==> config.mk <==
export PLATFORM = sky130hd
export DESIGN_NAME = layer2_conv_scheduler
export DESIGN_NICKNAME = d
export VERILOG_FILES = /design/src/rtl/layer2_conv_scheduler.sv
export SDC_FILE = /design/constraint.sdc
export NUM_CORES = 1
export LEC_CHECK = 0
export ABC_AREA = 1
export CAP_MARGIN = 20
export CORE_ASPECT_RATIO = 2
export CORE_MARGIN = 2
export CORE_UTILIZATION = 55
export DETAILED_ROUTE_END_ITERATION = 8
export GPL_TIMING_DRIVEN = 1
export PLACE_DENSITY_LB_ADDON = 0.3
export SYNTH_ARGS = -nofsm -noshare
export SYNTH_HDL_FRONTEND = slang
export SYNTH_SLANG_ARGS = --single-unit
==> constraint.sdc <==
create_clock -name clk -period 3.4 [get_ports clk]
set_input_delay 1.02 -clock clk [delete_from_list [all_inputs] [get_ports clk]]
set_output_delay 1.02 -clock clk [all_outputs]
set_load 0.05 [all_outputs]
==> src/rtl/layer2_conv_scheduler.sv <==
// Layer-2 convolution sequencer: walks output pixels, steps the MAC
// through input channels, feeds the bias valid pipeline, then drains.
module layer2_conv_scheduler #(
  parameter int OUT_W    = 56,
  parameter int OUT_H    = 56,
  parameter int IN_CH    = 64,
  parameter int PIPE_LAT = 5,
  parameter int CNT_W    = 16
) (
  input  logic             clk,
  input  logic             rst,
  input  logic             start,
  input  logic             stall,
  output logic             busy,
  output logic             done,
  output logic             acc_clear,
  output logic             acc_en,
  output logic [CNT_W-1:0] ch_idx,
  output logic [CNT_W-1:0] row,
  output logic [CNT_W-1:0] col,
  output logic             valid_in_bias
);

  localparam int DW = (PIPE_LAT > 1) ? $clog2(PIPE_LAT) : 1;

  typedef enum logic [2:0] {
    S_IDLE,
    S_ACCUM,
    S_BIAS,
    S_DRAIN,
    S_DONE
  } state_t;

  state_t           r_state;
  state_t           w_next;
  logic [CNT_W-1:0] r_ch;
  logic [CNT_W-1:0] r_row;
  logic [CNT_W-1:0] r_col;
  logic [DW-1:0]    r_drain;

  logic w_last_ch;
  logic w_last_col;
  logic w_last_row;
  logic w_last_pix;

  assign w_last_ch  = (r_ch == CNT_W'(IN_CH - 1));
  assign w_last_col = (r_col == CNT_W'(OUT_W - 1));
  assign w_last_row = (r_row == CNT_W'(OUT_H - 1));
  assign w_last_pix = w_last_col & w_last_row;

  // State register
  always_ff @(posedge clk or posedge rst) begin
    if (rst) r_state <= S_IDLE;
    else     r_state <= w_next;
  end

  // Next-state and output decode
  always_comb begin
    w_next        = r_state;
    busy          = 1'b1;
    done          = 1'b0;
    acc_en        = 1'b0;
    acc_clear     = 1'b0;
    valid_in_bias = 1'b0;
    unique case (r_state)
      S_IDLE: begin
        busy = 1'b0;
        if (start) w_next = S_ACCUM;
      end
      S_ACCUM: begin
        acc_en    = ~stall;
        acc_clear = ~stall & (r_ch == '0);
        if (!stall && w_last_ch) w_next = S_BIAS;
      end
      S_BIAS: begin
        valid_in_bias = ~stall;
        if (!stall) w_next = w_last_pix ? S_DRAIN : S_ACCUM;
      end
      S_DRAIN: begin
        if (r_drain == '0) w_next = S_DONE;
      end
      S_DONE: begin
        done   = 1'b1;
        // A start held through completion chains straight into a new layer.
        w_next = start ? S_ACCUM : S_IDLE;
      end
      default: w_next = S_IDLE;
    endcase
  end

  // Channel, pixel and drain counters
  always_ff @(posedge clk or posedge rst) begin
    if (rst) begin
      r_ch    <= '0;
      r_row   <= '0;
      r_col   <= '0;
      r_drain <= '0;
    end else begin
      unique case (r_state)
        S_ACCUM: begin
          if (!stall) r_ch <= w_last_ch ? '0 : r_ch + 1'b1;
        end
        S_BIAS: begin
          if (!stall) begin
            if (w_last_pix) begin
              r_drain <= DW'(PIPE_LAT - 1);
            end else if (w_last_col) begin
              r_col <= '0;
              r_row <= r_row + 1'b1;
            end else begin
              r_col <= r_col + 1'b1;
            end
          end
        end
        S_DRAIN: begin
          if (r_drain != '0) r_drain <= r_drain - 1'b1;
        end
        default: begin
          r_ch    <= '0;
          r_row   <= '0;
          r_col   <= '0;
          r_drain <= '0;
        end
      endcase
    end
  end

  assign ch_idx = r_ch;
  assign row    = r_row;
  assign col    = r_col;

endmodule
After elaboration in Yosys (flattened, before gate mapping):

Index checks and enable logic that the tools add are counted.

* register bits: 54
* bits of input ports: 4
* output and inout bits: 53
* word-level logic and storage cells: 71

* add/sub/neg operators: 4
* eq/ne operators: 16
* multiplexer cells: 27
* bitwise gates (word level): 6
* reduce and logical (&&, ||, !) cells: 13

Operators with widths (number)
* $mux 16: 8
* $pmux 16 s2: 3
* $add 16x1->16 const B: 3
* $eq 16x6->1 const B: 3
* $mux 3: 7
* $ne 2x2->1 const B: 9
* $logic_not 16->1: 1
* $pmux 3 s5: 1
* $reduce_and 4->1: 3
* $pmux 3 s3: 1
* $eq 3x2->1 const B: 2
* $logic_not 3->1: 2
* $mux 1: 6
* $not 1->1: 4
* $reduce_or 2->1: 2
* $eq 3x1->1 const B: 1
* $eq 3x3->1 const B: 1
* $reduce_and 3->1: 1
* $reduce_bool 3->1: 1
* $sub 3x1->3 const B: 1
* $and 1x1->1: 2
* $mux 2: 1
* $reduce_and 2->1: 1
* $logic_and 1x1->1: 1
* $logic_not 1->1: 1

Depth between registers and ports, before layout:

* word-level depth: 5
* gate-level depth with buffers: 12
* depth with buffers taken out: 11

Least setup slack after synthesis:

OpenSTA, ideal clock, no wires.

* path kind: input to output
* start point: in stall
* end point: out acc_clear
* data arrival time: 2.947 ns
* required time: 2.380 ns
* path slack: -0.567 ns
* stages: 3
* buffers on the path: 0
* cells stage by stage: nor2_1 > nand4_1 > nor3_1

* cells in the longest elaborated chain, start to end: 3

RTL lines
* from (decl): line 13 `input logic stall,`
* $not 1->1: line 72 `acc_clear = ~stall & (r_ch == '0);`
* $and 1x1->1: line 72
* $mux 1: line 65 `unique case (r_state)`
* to (decl): line 16 `output logic acc_clear,`

Every way passes these cells.

Final worst setup path:

Ends and elaborated chain as after synthesis.

==> key figures <==
Setup path
  – CP Max Fanout: 2
  – CP endpoint kind: primary output
  – Critical path's largest stage delay: 0.43 ns
  – Crit path max-delay cell type: clkdlybuf4s50_1
  – Setup CP Type: input pin to primary output
  – WP data required: 2.38 ns
  – Crit-path cells: clkdlybuf4s50_1 -> nor2_2 -> nand4_1 -> nor3_2 -> buf_12
  – WP data arrival: 2.16 ns
  – Critical path launch point type: input pin
  – Worst Path Buf+Inv: 2
  – CP top delay family: buffers and inverters

Synthesis
  – Simple-gate portion of the synthesized area: 45.79%
  – Async SR Flop Fraction: 100.0%
  – Area leader, netlist: dfrtp_1
  – Post-synthesis register bit count: 54
  – Syn avg cell area: 6.454 um2
  – Synth Area in Compound Gates: 5.125%
  – Main combinational cell family by area after synthesis: simple AND/OR/NAND/NOR gates
  – Top post-synthesis cells by area: dfrtp_1, nand2_1, nor2_1
  – Number of flops mapped to enable cells by yosys: 0
  – Share of the synthesized area in the top cell type: 36.41%
  – Synthesized-area fraction occupied by adder cells: 2.023%
  – Post-synthesis cell area: 0.003711 mm2
  – Post-synthesis sequential area ratio: 36.41%
  – Synth Area in XOR/XNOR: 2.832%
  – Synthesized instance count: 575
  – Synth warnings: 0
  – Primary FF master, synth: dfrtp_1
  – Distinct cells, synth: 29
  – Multiplexer share of the synthesized area: 0%
  – Mapped Nets: 585

STA
  – Fin crit share: 93.42%
  – Clk_skew: 0.005703 ns
  – Min cycle time layout: 3.176 ns
  – Max Freq: 314.8 MHz
  – Setup ws final: 0.2236 ns
  – Final hold slack: 0.5306 ns
  – Setup TNS Final: 0 ns
  – Final max-slew violation count: 0
  – Endpoints failing setup: 0
  – Final hold vios: 0
  – RSZ-0062 raised after global routing: no
  – Worst slew margin: 61.11%
  – Slew @ Worst Pin: 0.5825 ns

Floorplanning
  – Die area: 0.007460 mm2
  – Cell Rows: 42
  – Die Wd: 62.09 um
  – Core area: 0.006569 mm2
  – Boundary pin count: 57
  – Die Ht: 120.2 um
  – Initial core utilization: 56.50%

Job
  – Max_cap viols: 0

Global routing
  – GR peak layer: met2
  – Largest net degree at the start of global routing: 29
  – Grt ovf: 0
  – Antenna violations before repair: 0
  – Aggregate global-route resource usage: 27.32%
  – Met2 Use GR: 48.96%
  – First-pass GRT wire length: 15770 um
  – Vias in the first global route: 3747
  – GR Layer Usage met1: 29.07%
  – GR Util met3: 3.556%

Placed design
  – Dpl cell area: 0.004373 mm2
  – Port Buf Inserts: 56
  – GP Congestion: 0.9111
  – Dpl ws: 0.2231 ns
  – DP Wirelength: 7037 um

Detailed routing
  – DRT Wirelength: 9574 um
  – Vias: 3902
  – Number of DRC markers in iteration 0: 435
  – Post-DR wirelength/cell: 13.30 um
  – Via/cell ratio: 5.419
  – Iteration count of the initial detailed-routing pass: 8
  – DRC: 0
  – Final antenna-violating net count: 0

Clock tree
  – Clock slew seen by the registers of the worst setup and hold paths: 0.07 ns
  – Clk_lat worst skew: 0.29 ns
  – CTS Hold Bufs: 0
  – Clk buf depth: 2
  – H-tree depth: 2
  – Root buf cell: clkbuf_16
  – Post-CTS Setup Bufs: 0
  – Post-CTS sizing: 0
  – Clk sink count: 54
  – CTS tree: done
  – CTS buffer count: 5

Pwr
  – PD cells: 499.9 mW/mm2
  – P_leak: 2.123 nW
  – Worst vdd ir: 0.0004085 V

Outcome
  – Status: complete, no violations

Final layout
  – Commonest non-fill, non-tap cell in the layout: nand2_1
  – Post-route cell area: 0.004521 mm2
  – Layout cells sized above 1: 6.646%
  – Leading cell types in the layout, fill and taps excluded: nand2_1, nor2_1, dfrtp_1
  – Final nets: 641
  – P&R area growth vs syn: 21.81%
  – N_diodes: 0

Min path
  – Worst Hold Class: flop to flop
==> power breakdown <==
| group | internal (mW) | leakage [nW] | switching (mW) |
|---|---|---|---|
| combinational | 0.268 | 1.30 | 0.710 |
| clock | 0.293 | 0.0739 | 0.236 |
| sequential | 0.692 | 0.746 | 0.0596 |
| total | 1.25 | 2.12 | 1.01 |
==> cell families (layout without fill, tap and decap cells) <==
family / after synthesis / count (layout)
compound gates: 32 / 32
flops: 54 / 54
simple gates: 404 / 404
buf+inv: 67 / 124
fa+ha+maj: 6 / 6
xor+xnor: 12 / 12
==> final timing paths <==
kind                            start          to  slack, ns  cells after the start
max in group asynchronous         rst     row[12]       1.64                      3
min reg2reg                r_drain[1]  r_drain[1]       0.53                      2
max                             stall   acc_clear       0.22                      5
min                        r_drain[1]  r_drain[1]       0.53                      2
min in group asynchronous         rst     col[11]       1.11                      2
max reg2reg                    col[0]     row[14]       1.38                      8
==> state kept, by name, indices dropped and copies added, names as in the netlist <==
| signal | count |
|---|---|
| ch_idx | 16 |
| col | 16 |
| row | 16 |
| r_drain | 3 |
| r_state | 3 |
==> routing by layer <==
layer / up-vias / share of wire (%)
li1: 1920 / -
met4: 0 / 3.4
met2: 125 / 56
met3: 33 / 3.9
met5: - / 0
met1: 1824 / 37
==> metrics by stage <==
stage | utilization [%] | total power, mW | cells
5_1_grt | 68.82 | 2.394 | 720
3_5_place_dp | 66.57 | 1.746 | 712
4_1_cts | 68.82 | 2.269 | 720
6_report | 68.82 | 2.260 | 720
2_1_floorplan | - | 1.511 | 575
3_3_place_gp | 66.57 | 1.723 | 712
==> worst reg2reg max path: stages (launching register included) <==
cell and delay (ns):
dfrtp_1 0.44, ha_1 0.26, nand3_1 0.11, nor2_2 0.13
nand2_2 0.11, o21ai_4 0.45, nand2_4 0.24, nand2_1 0.12
nand2_1 0.05
==> cell type report <==
type | instances | area [um2]
Multi-Input combinational cell | 454 | 2077
Fill cell | 574 | 2048
Sequential cell | 54 | 1351
Timing Repair Buffer | 60 | 620.6
Inverter | 56 | 214.0
Clock buffer | 7 | 142.6
Tap cell | 88 | 110.1
Clock inverter | 1 | 5.005
==> synth_stat cells, types with 2 or more instances <==
| library cell | count |
|---|---|
| nand3_1 | 45 |
| dfrtp_1 | 54 |
| o21ai_0 | 17 |
| nand2_4 | 3 |
| ha_1 | 6 |
| nand2_1 | 198 |
| a21oi_1 | 10 |
| xor2_1 | 10 |
| inv_2 | 2 |
| nor2_2 | 5 |
| inv_1 | 52 |
| nand2_2 | 7 |
| xnor2_1 | 2 |
| nand4_1 | 14 |
| nand3b_1 | 3 |
| buf_2 | 4 |
| o21ai_4 | 2 |
| nor2_1 | 112 |
| buf_6 | 4 |
| clkbuf_1 | 3 |
| or2_2 | 3 |
| nor3_1 | 12 |
(Power assumes the default switching activity.)
